`config.mk`:
```
export PLATFORM = sky130hd
export DESIGN_NAME = alu_sequencer
export DESIGN_NICKNAME = d
export VERILOG_FILES = /design/src/rtl/proc_pkg.sv /design/src/rtl/reg_file.sv /design/src/rtl/alu_sequencer.sv
export SDC_FILE = /design/constraint.sdc
export NUM_CORES = 1
export LEC_CHECK = 0
export CAP_MARGIN = 10
export CORE_ASPECT_RATIO = 2
export CORE_UTILIZATION = 55
export CTS_BUF_LIST = sky130_fd_sc_hd__clkbuf_2
export DETAILED_ROUTE_END_ITERATION = 7
export GPL_TIMING_DRIVEN = 0
export PLACE_DENSITY = 0.88
export REMOVE_ABC_BUFFERS = 1
export SKIP_LAST_GASP = 1
export SLEW_MARGIN = 20
export SYNTH_ARGS = -nofsm -noshare
export SYNTH_HDL_FRONTEND = slang
export SYNTH_SLANG_ARGS = --single-unit
```
`constraint.sdc`:
```
create_clock -name clk -period 2.5 [get_ports clk]
set_input_delay 0.5 -clock clk [delete_from_list [all_inputs] [get_ports clk]]
set_output_delay 0.5 -clock clk [all_outputs]
set_load 0.005 [all_outputs]
```
`src/rtl/proc_pkg.sv`:
```
// Shared definitions for the processor control path: opcodes (common with the
// ALU), sequencer FSM states and instruction field positions.
package proc_pkg;

    localparam logic [3:0] OP_ADD  = 4'h1;
    localparam logic [3:0] OP_SUB  = 4'h2;
    localparam logic [3:0] OP_AND  = 4'h3;
    localparam logic [3:0] OP_OR   = 4'h4;
    localparam logic [3:0] OP_NOT  = 4'h5;
    localparam logic [3:0] OP_XOR  = 4'h6;
    localparam logic [3:0] OP_LDI  = 4'h7;
    localparam logic [3:0] OP_HALT = 4'hF;

    localparam int OPC_HI = 15;
    localparam int OPC_LO = 12;
    localparam int RD_HI  = 11;
    localparam int RD_LO  = 8;
    localparam int RS_HI  = 7;
    localparam int RS_LO  = 4;
    localparam int RT_HI  = 3;
    localparam int RT_LO  = 0;
    localparam int IMM_HI = 7;
    localparam int IMM_LO = 0;

    typedef enum logic [2:0] {
        ST_IDLE,
        ST_DECODE,
        ST_EXEC1,
        ST_EXEC2,
        ST_WRITE,
        ST_HALT
    } state_t;

    function automatic logic is_alu_op(input logic [3:0] op);
        return (op >= OP_ADD) && (op <= OP_XOR);
    endfunction

endpackage

```
`src/rtl/reg_file.sv`:
```
// General-purpose register file: registered operand pair, combinational debug
// port, one synchronous write port, asynchronous active-low clear.
module reg_file #(
    parameter int NREGS = 16,
    parameter int DW    = 8,
    parameter int AW    = $clog2(NREGS)
) (
    input  logic          clk,
    input  logic          rst,
    input  logic          rd_en,
    input  logic [AW-1:0] ra_addr,
    input  logic [AW-1:0] rb_addr,
    output logic [DW-1:0] ra_data,
    output logic [DW-1:0] rb_data,
    input  logic          we,
    input  logic [AW-1:0] wa,
    input  logic [DW-1:0] wd,
    input  logic [AW-1:0] dbg_addr,
    output logic [DW-1:0] dbg_data
);

    logic [DW-1:0] mem [NREGS];

    always_ff @(posedge clk or negedge rst) begin
        if (!rst) begin
            for (int i = 0; i < NREGS; i++) begin
                mem[i] <= '0;
            end
            ra_data <= '0;
            rb_data <= '0;
        end else begin
            if (we) begin
                mem[wa] <= wd;
            end
            // Operands are captured once and held, so a later write to rd cannot disturb them
            if (rd_en) begin
                ra_data <= mem[ra_addr];
                rb_data <= mem[rb_addr];
            end
        end
    end

    assign dbg_data = mem[dbg_addr];

endmodule

```
`src/rtl/alu_sequencer.sv`:
```
// Multi-cycle instruction sequencer in front of the 8-bit ALU: fetch handshake,
// operand read, two-cycle ALU execution, write-back and flag update.
module alu_sequencer
    import proc_pkg::*;
#(
    parameter int NREGS = 16,
    parameter int DW    = 8
) (
    input  logic                     clk,
    input  logic                     rst,
    input  logic [15:0]              instr,
    input  logic                     instr_valid,
    output logic                     instr_ready,
    output logic [DW-1:0]            alu_a,
    output logic [DW-1:0]            alu_b,
    output logic [3:0]               alu_op,
    input  logic [DW-1:0]            alu_result,
    input  logic                     alu_carry,
    input  logic                     alu_sinal,
    output logic                     carry_flag,
    output logic                     sign_flag,
    output logic                     zero_flag,
    output logic                     busy,
    output logic                     halted,
    input  logic [$clog2(NREGS)-1:0] dbg_addr,
    output logic [DW-1:0]            dbg_data
);

    localparam int AW = $clog2(NREGS);

    state_t        state_q, state_d;
    logic [15:0]   ir;
    logic [3:0]    opc;
    logic [DW-1:0] wdata;
    logic          we;

    assign opc   = ir[OPC_HI:OPC_LO];
    assign wdata = (opc == OP_LDI) ? DW'(ir[IMM_HI:IMM_LO]) : alu_result;
    assign we    = (state_q == ST_WRITE);

    always_ff @(posedge clk or negedge rst) begin
        if (!rst) begin
            state_q    <= ST_IDLE;
            ir         <= '0;
            carry_flag <= 1'b0;
            sign_flag  <= 1'b0;
            zero_flag  <= 1'b0;
        end else begin
            state_q <= state_d;
            if (state_q == ST_IDLE && instr_valid) begin
                ir <= instr;
            end
            // Only ALU ops and LDI reach WRITE, so zero always updates there
            if (state_q == ST_WRITE) begin
                if (opc == OP_ADD) carry_flag <= alu_carry;
                if (opc == OP_SUB) sign_flag  <= alu_sinal;
                zero_flag <= (wdata == '0);
            end
        end
    end

    always_comb begin
        state_d = state_q;
        case (state_q)
            ST_IDLE:   if (instr_valid) state_d = ST_DECODE;
            ST_DECODE: begin
                if (is_alu_op(opc))      state_d = ST_EXEC1;
                else if (opc == OP_LDI)  state_d = ST_WRITE;
                else if (opc == OP_HALT) state_d = ST_HALT;
                else                     state_d = ST_IDLE;
            end
            ST_EXEC1:  state_d = ST_EXEC2;
            ST_EXEC2:  state_d = ST_WRITE;
            ST_WRITE:  state_d = ST_IDLE;
            ST_HALT:   state_d = ST_HALT;
            default:   state_d = ST_IDLE;
        endcase
    end

    assign instr_ready = (state_q == ST_IDLE);
    assign busy        = (state_q != ST_IDLE) && (state_q != ST_HALT);
    assign halted      = (state_q == ST_HALT);
    assign alu_op      = (state_q == ST_EXEC1 || state_q == ST_EXEC2) ? opc : 4'h0;

    reg_file #(.NREGS(NREGS), .DW(DW), .AW(AW)) u_rf (
        .clk      (clk),
        .rst      (rst),
        .rd_en    (state_q == ST_DECODE),
        .ra_addr  (ir[RS_HI:RS_LO]),
        .rb_addr  (ir[RT_HI:RT_LO]),
        .ra_data  (alu_a),
        .rb_data  (alu_b),
        .we       (we),
        .wa       (ir[RD_HI:RD_LO]),
        .wd       (wdata),
        .dbg_addr (dbg_addr),
        .dbg_data (dbg_data)
    );

endmodule

```
==> results by group <==
Detailed routing
  – Routed vias/inst: approximately 7.4
  – First-pass DRT Iterations: 7
  – Via count: 8,311
  – WL final: 31,900 um
  – Wire per inst: about 29 um
  – DRT iter0 DRCs: roughly 1,500
  – Drt drc: 0
  – Antenna viol nets, final: 0

Global route
  – Total grt overflow: 0
  – Met3 Usage GRT: under 10%
  – Initial antenna violation count: 3
  – Largest net degree at the start of global routing: 103
  – Global-route wire length before repair: 46,300 um
  – Gr usage total: between 30% and 40%
  – M1 GR Usage: ~41%
  – Met2 Use GR: 56.6%
  – GRT Max-Usage Layer: met2
  – Vias in the first global route: about 8,500

Clocking
  – Clock slew seen by the registers of the worst setup and hold paths: approximately 0.26 ns
  – H-tree levels: 4
  – CTS Sinks: 166
  – Worst-case clock buffer depth: 2
  – Clk Latency, worst-skew pair: between 0.8 and 0.9 ns
  – Cts bufs inserted: 17
  – CTS tree: done
  – Clk Tree Root Cell: clkbuf_2

Place
  – Final HPWL from detailed placement: 17,100 um
  – Placed Cells: 983
  – RePlAce Congestion: slightly above 0.8
  – Dpl cell area: slightly above 10,000 um2
  – PortBufs: 66

Yosys
  – Simple-gate share of the synthesized area: 10.8%
  – Xor and xnor area share after synthesis: 0%
  – FF+latch count, synth: 166
  – Synthesized cell area: 9430 um2
  – Top cell type by total area after synthesis: dfrtp_1
  – Synthesis Warnings: 0
  – Mean cell area of the mapped netlist: approximately 12 um2
  – Post-Synth Adder-Cell Area: 0%
  – Cell count after synthesis: around 770
  – Synth cell types: 43
  – Post-synth EDFFs: 0
  – Predominant post-synthesis flop cell: dfrtp_1
  – Top post-synthesis cells by area: dfrtp_1 44%, mux4_2 23%, o21ai_0 3.8%, mux2_2 3.7%, mux2i_1 3.5%
  – Synth top area share: between 40% and 50%
  – Compound-Gate Fraction of Synth Area: 10.5%
  – Mux contribution to synthesized area: 30.1%
  – Post-synth ARST share: 100%
  – Main combinational cell family by area after synthesis: multiplexers
  – Post-synthesis sequential area ratio: 44.1%

Floorplanning
  – CORE AREA: ~17,000 um2
  – Die area: 17,700 um2
  – Site Rows: 67
  – Initial core utilization: a little under three fifths
  – Die Wd: approximately 95 um
  – # IOs: 67
  – Chip height: 187 um

Job
  – # Max-Cap Violations: 0

Setup path
  – Critical Path End Type: output pin
  – Worst-path fanout max: 4
  – Worst EP arrival: 2.49 ns
  – Setup crit start kind: register
  – CP required: 2.00 ns
  – CP Class: reg2out

STA
  – Final setup viols: 11
  – Fin. Hold Viols: 0
  – Unrepaired setup endpoints after global routing: true
  – Final worst slack: -0.492 ns
  – Final period util: 120%
  – Worst-Margin Slew: 1.02 ns
  – Max Freq: 0.334 GHz
  – Period minus WS final: about 3.0 ns
  – Worst slew margin: 31.0%
  – Clk_skew: 0.0523 ns
  – Slew Viols, Final: 0

Final layout
  – Nets: 929
  – P&R area growth vs syn: 19.2%
  – Fillcell total: 1,075
  – Layout cell share with drive strength beyond 1: 35.4%
  – Finished Cell Area: 11,200 um2
  – Cell Count, Final, Fillers Out: around 1,100

Min path
  – Worst Hold Class: in2async

Outcome
  – Result of the run: finished with violations
  – Violations in the final reports: setup timing

Pwr
  – IR Drop Worst-Case VDD: 0.00137 V
  – P per Cell Area: 1240 nW/um2
  – Tot Pwr: ~14 mW
  – P_leak: approximately 4.3 nW
## cells in the mapped netlist, types with 10 or more instances
| library cell | count |
|---|---|
| clkbuf_1 | 22 |
| nand2_1 | 79 |
| a21oi_1 | 60 |
| nor2_1 | 71 |
| mux2i_1 | 33 |
| buf_2 | 26 |
| buf_6 | 10 |
| mux2_2 | 31 |
| dfrtp_1 | 166 |
| mux4_2 | 96 |
| o211ai_1 | 12 |
| a22oi_1 | 20 |
| o21ai_0 | 71 |
## placed cells by master (no fill, tap or decap), types with 25 or more instances in the layout
master,n
mux2_2,31
nor2_1,69
mux2i_1,25
a21oi_1,60
o21ai_0,71
clkdlybuf4s50_1,48
mux4_2,96
nand2_1,79
buf_4,96
dfrtp_1,157
## per-stage QoR
stage / setup TNS, ns / setup WS, ns / hold slack (ns) / util (%)
after detailed placement: -13.71 / -0.689 / 0.479 / 60.2
after floorplan: 0 / 0.0744 / 0.204 / -
final: -3.33 / -0.492 / 0.190 / 67.0
after CTS: -3.22 / -0.406 / 0.200 / 66.2
after global placement: -1012.12 / -5.69 / 0.487 / 59.2
after global routing: -3.95 / -0.553 / 0.193 / 67.0
## final cells by class
class / instances / area, um2 / share of cell area, %
multi-input cells: 537 / 5000 / 44.5
clock inverters: 14 / 184 / 1.64
repair buffers: 174 / 1530 / 13.7
clock buffers: 18 / 90.1 / 0.802
diodes: 1 / 2.50 / 0.0223
well taps: 207 / 259 / 2.30
flip-flops and latches: 166 / 4170 / 37.1
## kinds of logic after synthesis
family	count (synthesis)
and+or+nand+nor	203
DFF	166
buffers and inverters	70
muxes	160
AOI/OAI and AO/OA	174
## worst max-delay path, stage by stage (launching register included)
cell     delay (ns)
dfrtp_1        0.48
mux4_2         0.57
mux4_2         0.50
buf_2          0.15
## final timing paths
check / start / end / slack (ns) / depth (start not counted)
max: u_rf.mem[74]$_DFFE_PN0P_ / dbg_data[2] / -0.49 / 3
min: rst / u_rf.mem[37]$_DFFE_PN0P_ / 0.19 / 2
max reg2reg: state_q[1]$_DFFE_PN0P_ / u_rf.mem[114]$_DFFE_PN0P_ / -0.06 / 5
min reg2reg: carry_flag$_DFFE_PN0P_ / carry_flag$_DFFE_PN0P_ / 0.54 / 1
max in group asynchronous: rst / ir[4]$_DFFE_PN0P_ / 1.35 / 3
min in group clk: instr_valid / state_q[0]$_DFFE_PN0P_ / 0.26 / 3
## where the power goes
group          switching [mW]  internal, mW
Clock                   0.997         0.655
Sequential               1.72          3.77
Combinational            3.05          3.77
Total                    5.76          8.20
## state kept, by name (all words and copies together) (netlist names)
signal        count
carry_flag        1
ir               16
sign_flag         1
state_q           3
u_rf.mem        128
u_rf.ra_data      8
u_rf.rb_data      8
zero_flag         1
## what timing repair did
action | 4_1_cts | 5_1_grt
endpoints found under the hold margin | 64 | 0
pin swaps | 9 | 1
gates resized for setup | 61 | 12
buffers inserted | 86 | 14
endpoints found under the setup margin | 132 | 52
hold buffers | 1 | 0
gates cloned | 0 | 0
## routing by layer
metal | part of all wire, % | vias up
met5 | 0.085 | -
met4 | 11 | 4
met3 | 12 | 316
met2 | 47 | 826
met1 | 30 | 4010
li1 | - | 3155
Power figures use the tool's default switching activity.
